===== config.mk =====
export PLATFORM = sky130hd
export DESIGN_NAME = uart_rx_param_flat
export DESIGN_NICKNAME = d
export VERILOG_FILES = /design/src/rtl/uart_rx_param_if.sv /design/src/rtl/uart_rx_param.sv /design/src/flat_wrapper.sv
export SDC_FILE = /design/constraint.sdc
export NUM_CORES = 1
export LEC_CHECK = 0
export CORE_MARGIN = 4
export CORE_UTILIZATION = 40
export DETAILED_ROUTE_END_ITERATION = 12
export GPL_TIMING_DRIVEN = 0
export SLEW_MARGIN = 20
export SYNTH_ARGS = -nofsm -noshare
export SYNTH_HDL_FRONTEND = slang
export SYNTH_SLANG_ARGS = --single-unit

===== constraint.sdc =====
create_clock -name clk -period 1.9 [get_ports clk]
set_input_delay 0.475 -clock clk [delete_from_list [all_inputs] [get_ports clk]]
set_output_delay 0.475 -clock clk [all_outputs]
set_load 0.02 [all_outputs]

===== src/rtl/uart_rx_param_if.sv =====
// Receive-side handshake bundle for uart_rx_param.
//   rx_data    : received word, LSB = first bit on the line
//   rx_valid   : rx_data and its status are valid; held until accepted
//   rx_ready   : consumer accepts rx_data this cycle
//   parity_err : parity mismatch on the held frame
//   frame_err  : a stop bit was sampled low on the held frame
// master = receiver (drives the frame), slave = consumer (drives rx_ready).
interface uart_rx_param_if #(
  parameter int DATA_BITS = 8
);
  logic [DATA_BITS-1:0] rx_data;
  logic                 rx_valid;
  logic                 rx_ready;
  logic                 parity_err;
  logic                 frame_err;

  modport master (output rx_data, rx_valid, parity_err, frame_err, input rx_ready);
  modport slave  (input rx_data, rx_valid, parity_err, frame_err, output rx_ready);
endinterface


===== src/rtl/uart_rx_param.sv =====
// Parametrised UART receiver with synchroniser, false-start rejection,
// optional parity, 1/2 stop bits and a one-entry valid/ready holding register.
// Ports:
//   clk, rst    : system clock, asynchronous active-high reset
//   rx_i        : asynchronous serial line (idles high)
//   rx_if       : master side of uart_rx_param_if (data/valid/ready/status)
//   overrun_o   : sticky, a completed frame was dropped (holding reg full)
//   busy_o      : FSM is not in IDLE
module uart_rx_param #(
  parameter int BIT_CLKS    = 5208,
  parameter int DATA_BITS   = 8,
  parameter int PARITY_EN   = 0,
  parameter int PARITY_ODD  = 0,
  parameter int STOP_BITS   = 1,
  parameter int SYNC_STAGES = 2
) (
  input  logic            clk,
  input  logic            rst,
  input  logic            rx_i,
  uart_rx_param_if.master rx_if,
  output logic            overrun_o,
  output logic            busy_o
);
  localparam int CW = $clog2(BIT_CLKS);
  localparam int BW = $clog2(DATA_BITS + 1);
  localparam logic [CW-1:0] HALF_C  = CW'(BIT_CLKS / 2);
  localparam logic [CW-1:0] LAST_C  = CW'(BIT_CLKS - 1);
  localparam logic [BW-1:0] DLAST_C = BW'(DATA_BITS - 1);
  localparam logic [BW-1:0] SLAST_C = BW'(STOP_BITS - 1);
  localparam logic          PAR_ODD = (PARITY_ODD != 0);

  typedef enum logic [2:0] {IDLE, START, DATA, PARITY, STOP} state_t;

  // Synchroniser and edge flop reset high so reset release on an idle
  // line never looks like a start edge.
  logic [SYNC_STAGES-1:0] sync_q;
  logic                   rx_d_q;
  logic                   rx_s;
  assign rx_s = sync_q[SYNC_STAGES-1];

  always_ff @(posedge clk or posedge rst) begin
    if (rst) begin
      sync_q <= '1;
      rx_d_q <= 1'b1;
    end else begin
      sync_q <= {sync_q[SYNC_STAGES-2:0], rx_i};
      rx_d_q <= rx_s;
    end
  end

  state_t               state_q, state_d;
  logic [CW-1:0]        cnt_q, cnt_d;
  logic [BW-1:0]        bit_q, bit_d;
  logic [DATA_BITS-1:0] shift_q, shift_d;
  logic                 perr_q, perr_d;
  logic                 ferr_q, ferr_d;
  logic                 done;
  logic                 tick;

  logic [DATA_BITS-1:0] data_q, data_d;
  logic                 valid_q, valid_d;
  logic                 pe_q, pe_d;
  logic                 fe_q, fe_d;
  logic                 ovr_q, ovr_d;
  logic                 accept, load;

  assign tick = (cnt_q == LAST_C);

  always_ff @(posedge clk or posedge rst) begin
    if (rst) begin
      state_q <= IDLE;
      cnt_q   <= '0;
      bit_q   <= '0;
      shift_q <= '0;
      perr_q  <= 1'b0;
      ferr_q  <= 1'b0;
      data_q  <= '0;
      valid_q <= 1'b0;
      pe_q    <= 1'b0;
      fe_q    <= 1'b0;
      ovr_q   <= 1'b0;
    end else begin
      state_q <= state_d;
      cnt_q   <= cnt_d;
      bit_q   <= bit_d;
      shift_q <= shift_d;
      perr_q  <= perr_d;
      ferr_q  <= ferr_d;
      data_q  <= data_d;
      valid_q <= valid_d;
      pe_q    <= pe_d;
      fe_q    <= fe_d;
      ovr_q   <= ovr_d;
    end
  end

  // Frame FSM. The clock counter runs 0..BIT_CLKS-1 between samples; the
  // START phase instead counts up to BIT_CLKS/2 to land on the bit centre.
  always_comb begin
    state_d = state_q;
    cnt_d   = cnt_q + CW'(1);
    bit_d   = bit_q;
    shift_d = shift_q;
    perr_d  = perr_q;
    ferr_d  = ferr_q;
    done    = 1'b0;
    case (state_q)
      IDLE: begin
        cnt_d = '0;
        bit_d = '0;
        if (rx_d_q && !rx_s) state_d = START;
      end
      START: begin
        if (cnt_q == HALF_C) begin
          cnt_d = '0;
          if (!rx_s) begin
            state_d = DATA;
            bit_d   = '0;
            perr_d  = 1'b0;
            ferr_d  = 1'b0;
          end else begin
            state_d = IDLE;  // false start: glitch shorter than half a bit
          end
        end
      end
      DATA: begin
        if (tick) begin
          cnt_d   = '0;
          shift_d = {rx_s, shift_q[DATA_BITS-1:1]};  // LSB arrives first
          bit_d   = bit_q + BW'(1);
          if (bit_q == DLAST_C) begin
            bit_d   = '0;
            state_d = (PARITY_EN != 0) ? PARITY : STOP;
          end
        end
      end
      PARITY: begin
        if (tick) begin
          cnt_d   = '0;
          perr_d  = ((^shift_q) ^ rx_s) != PAR_ODD;
          state_d = STOP;
        end
      end
      STOP: begin
        if (tick) begin
          cnt_d = '0;
          if (!rx_s) ferr_d = 1'b1;
          if (bit_q == SLAST_C) begin
            // Back to IDLE at the centre of the last stop bit so a following
            // start edge is caught immediately.
            state_d = IDLE;
            bit_d   = '0;
            done    = 1'b1;
          end else begin
            bit_d = bit_q + BW'(1);
          end
        end
      end
      default: state_d = IDLE;
    endcase
  end

  // Holding register. A frame completing in the same cycle as an accept
  // replaces the held word without counting as an overrun.
  assign accept = valid_q & rx_if.rx_ready;
  assign load   = done & (~valid_q | rx_if.rx_ready);

  always_comb begin
    data_d  = data_q;
    valid_d = valid_q;
    pe_d    = pe_q;
    fe_d    = fe_q;
    ovr_d   = ovr_q;
    if (accept) begin
      valid_d = 1'b0;
      ovr_d   = 1'b0;
    end
    if (load) begin
      valid_d = 1'b1;
      data_d  = shift_q;
      pe_d    = perr_q;
      fe_d    = ferr_d;  // includes the stop sample taken this cycle
    end else if (done) begin
      ovr_d = 1'b1;
    end
  end

  assign rx_if.rx_data    = data_q;
  assign rx_if.rx_valid   = valid_q;
  assign rx_if.parity_err = pe_q;
  assign rx_if.frame_err  = fe_q;
  assign overrun_o        = ovr_q;
  assign busy_o           = (state_q != IDLE);
endmodule


===== src/flat_wrapper.sv =====
// flat-port wrapper written by rule: the top's interface ports become plain ports
module uart_rx_param_flat 
#(
  parameter int BIT_CLKS    = 5208,
  parameter int DATA_BITS   = 8,
  parameter int PARITY_EN   = 0,
  parameter int PARITY_ODD  = 0,
  parameter int STOP_BITS   = 1,
  parameter int SYNC_STAGES = 2
)
  (clk, rst, rx_i, overrun_o, busy_o, rx_if_rx_data, rx_if_rx_valid, rx_if_parity_err, rx_if_frame_err, rx_if_rx_ready);
  uart_rx_param_if #(.DATA_BITS(DATA_BITS)) rx_if_i ();
  input  logic clk;
  input  logic rst;
  input  logic rx_i;
  output logic overrun_o;
  output logic busy_o;
  output wire logic [$bits(rx_if_i.rx_data)-1:0] rx_if_rx_data;
  output wire logic [$bits(rx_if_i.rx_valid)-1:0] rx_if_rx_valid;
  output wire logic [$bits(rx_if_i.parity_err)-1:0] rx_if_parity_err;
  output wire logic [$bits(rx_if_i.frame_err)-1:0] rx_if_frame_err;
  input wire logic [$bits(rx_if_i.rx_ready)-1:0] rx_if_rx_ready;
  assign rx_if_rx_data = rx_if_i.rx_data;
  assign rx_if_rx_valid = rx_if_i.rx_valid;
  assign rx_if_parity_err = rx_if_i.parity_err;
  assign rx_if_frame_err = rx_if_i.frame_err;
  assign rx_if_i.rx_ready = rx_if_rx_ready;
  uart_rx_param #(.BIT_CLKS(BIT_CLKS), .DATA_BITS(DATA_BITS), .PARITY_EN(PARITY_EN), .PARITY_ODD(PARITY_ODD), .STOP_BITS(STOP_BITS), .SYNC_STAGES(SYNC_STAGES)) u_core (.clk(clk), .rst(rst), .rx_i(rx_i), .rx_if(rx_if_i), .overrun_o(overrun_o), .busy_o(busy_o));
endmodule

==> results.toml <==
[yosys]
yosys-top-cells-area = "dfrtp_1 (48%), mux2_2 (9.2%), xnor2_1 (4.8%)"
yosysWarningCount = 0
synth_fa_ha_area_share_pct = 2.27
synth-simple-area-share_pct = 17.4
synthMuxAreaShare_pct = 10.1
synth_area_per_cell_um2 = 11.3
ys_ff_latch = 45
synth_top_family_by_area = "simple AND/OR/NAND/NOR gates"
synth_nets = 204
ys_seq_area_share_pct = 51.1
synth_xor_area_share_pct = 7.53
synthCells = 196
synth_cell_types = 43
synth.cell_area_um2 = 2210
synthFlopType = "dfrtp_1"
synth_area_leader_cell = "dfrtp_1"
async_flop_share_pct = 100
synth-compound-area-share_pct = 8.49
synth_commonest_cells = "dfrtp_1 (42), mux2_2 (18), nor2_1 (18), xnor2_1 (12)"
synth_edf_count = 0
synth_top_area_share_pct = 47.6
synth.most_common_cell = "dfrtp_1"

[die]
fp.dieW_um = 82.3
initial_core_util_pct = 42.2
dieArea_um2 = 6780
io-pin-count = 17
fp-row-count = 26
fp.dieH_um = 82.3
core-area_um2 = 5240

[hold_path]
hold_class = "reg -> reg"

[timing]
fmax_ghz = 0.475
worst_slack_ns = -0.207
final-hold-violation-count = 0
holdWs_ns = 0.361
rsz0062_at_grt = "yes"
worst_slew_pin_slew_ns = 0.507
fin_skew_ns = 0.0114
slew_violations = 0
maxSlewHeadroom_pct = 66.2
min_period_over_period_pct = 111
fin_crit_ns = 2.11
setup_viol = 23

[clocking]
clock_sinks = 45
cts.clk_slew.worst_paths_ns = 0.09
h-tree-depth = 2
root_buffer = "clkbuf_8"
numCtsBuffers = 5
cts_hold_buf = 0
worst_skew_pair.late_latency_ns = 0.30
clock_tree.buffer_depth = 2
cts_tree = "built"

[setup_path]
rr_startpoint = "u_core.bit_q[0]"
critPathMaxFanout = 5
critPathLaunch = "u_core.bit_q[0]"
crit_type = "reg -> reg"
crit_required_ns = 2.09
r2r_slack_ns = -0.21
r2r-end = "u_core.rx_if.rx_data[1]"
cp-end-kind = "flop"
crit_arrival_ns = 2.29
critPathCapture = "u_core.rx_if.rx_data[1]"
worstSetupStartpointType = "flop"
reg2reg_depth = 7

[place]
dp_slack_ns = -0.445
dp.final_hpwl_mm = 2.93
placedCellCount = 283
place_congestion = 0.829
port_buffers = 16

[power_and_ir_drop]
ir_worst_vdd_mv = 0.447
power_density_nw_per_um2 = 746
p_leak_nw = 1.29
power_w = 0.00213

[final_layout]
post-route-util_pct = 54.6
final_layout_size_suffix_gt1_share_pct = 33.9
n_antenna_cell = 0
layout.nets = 246
instances_no_fill = 309
area_growth_pct = 29.4

[global_route]
grt_pass1_vias = 1614
grt_first_pass_wirelength_mm = 7.75
grt_max_degree = 25
antenna_found_initial = 0
overflow = 0
grtUsageTotal_pct = 15.2

[route]
vias = 1594
avgViaCountPerCell = 5.16
route.detailed.wl_per_inst_um = 14.9
drtPass1Iterations = 4
wl_mm = 4.59
drt_iter0_drc = 99
drcViolationCount = 0
ant_nets = 0

[status]
violations = "setup timing"
outcome = "complete, but fails checks"

[run]
drv_cap = 0
-- layer usage --
layer  GRT usage (%)  wire, um
met3            3.36       123
met5               0         0
met4            5.81        61
met2            21.6      2050
met1            22.4      2350
-- cells by family (layout without fill, tap and decap cells) --
kind of cell	Yosys count	in the layout
compound gates	26	26
xor+xnor	19	19
fa+ha+maj	4	4
buf+inv	17	60
flops	45	45
mux	20	20
simple gates	65	65
-- worst min path at each step --
| stage | startpoint | endpoint | slack [ns] | depth (start not counted) |
|---|---|---|---|---|
| 2_1_floorplan | u_core.sync_q[0] | u_core.sync_q[1] | 0.35 | 0 |
| 3_3_place_gp | u_core.sync_q[0] | u_core.sync_q[1] | 0.35 | 0 |
| 3_5_place_dp | u_core.sync_q[0] | u_core.sync_q[1] | 0.35 | 0 |
| 4_1_cts | u_core.sync_q[0] | u_core.sync_q[1] | 0.36 | 0 |
| 5_1_grt | u_core.sync_q[0] | u_core.sync_q[1] | 0.36 | 0 |
| 6_report | u_core.sync_q[0] | u_core.sync_q[1] | 0.36 | 0 |
-- final cells by class --
| type | instances | area, um2 |
|---|---|---|
| fill | 448 | 2380 |
| multi-input combinational | 134 | 1140 |
| sequential | 45 | 1130 |
| timing repair buffer | 36 | 339 |
| tap | 70 | 87.6 |
| clock buffer | 5 | 68.8 |
| inverter | 11 | 46.3 |
| buffer | 5 | 28.8 |
| clock inverter | 3 | 22.5 |
-- state kept, by name (all words and copies together), names as in the netlist --
signal / flops
u_core.shift_q: 8
u_core.bit_q: 4
u_core.rx_d_q: 1
u_core.rx_if.parity_err: 1
u_core.overrun_o: 1
u_core.state_q: 3
u_core.rx_if.rx_valid: 1
u_core.ferr_q: 1
u_core.rx_if.frame_err: 1
u_core.cnt_q: 13
u_core.rx_if.rx_data: 8
u_core.perr_q: 1
u_core.sync_q: 2
-- where the power goes --
part,total [W],leakage [nW],internal [W],switching (W)
Sequential,0.00107,0.608,0.00102,0.0000578
Clock,0.000612,0.0481,0.000261,0.000350
Combinational,0.000447,0.635,0.000230,0.000216
Total,0.00213,1.29,0.00151,0.000624
-- timing repair --
| action | in CTS | in global routing |
|---|---|---|
| gates cloned | 1 | 0 |
| setup buffers | 15 | 5 |
| resized for setup | 13 | 31 |
| hold endpoints to repair | 0 | 0 |
| pin swaps | 4 | 6 |
| setup endpoints to repair | 33 | 39 |
-- cell usage in the layout, fill, tap and decap left out, types with 2 or more instances in the layout --
cell and n:
a22oi_2 2, and3_2 2, nand3_1 5, xnor2_1 12, dfstp_2 3, clkbuf_8 5
mux2_4 10, dfrtp_1 42, inv_4 2, nand3b_1 3, ha_1 2, or3_4 2
mux2_2 8, buf_4 14, and4bb_2 3, nor2_1 15, nor2_2 2, inv_1 6
buf_6 6, nor2b_1 3, a22oi_1 2, clkdlybuf4s50_1 14, inv_2 3, mux2i_1 2
clkinv_4 2, o22ai_1 3, nand4_1 2, xor2_1 7, clkbuf_2 2, and3_1 5
clkbuf_1 2, a21oi_1 4, o21ai_0 4, nand2_1 11
-- per-stage QoR --
stage	instance area, um2	setup TNS [ns]
2_1_floorplan	2220	-1.92
3_3_place_gp	2470	-34.97
3_5_place_dp	2490	-9.14
4_1_cts	2770	-2.27
5_1_grt	2860	-4.76
6_report	2860	-2.38
-- worst max-delay path, stage by stage, from the launching register on --
cell	delay (ns)
dfrtp_1	0.40
inv_2	0.06
ha_1	0.13
or3b_4	0.38
or3_4	0.40
a21oi_4	0.16
buf_6	0.16
mux2_4	0.30
Note: power is estimated with default switching activity, not from simulation.
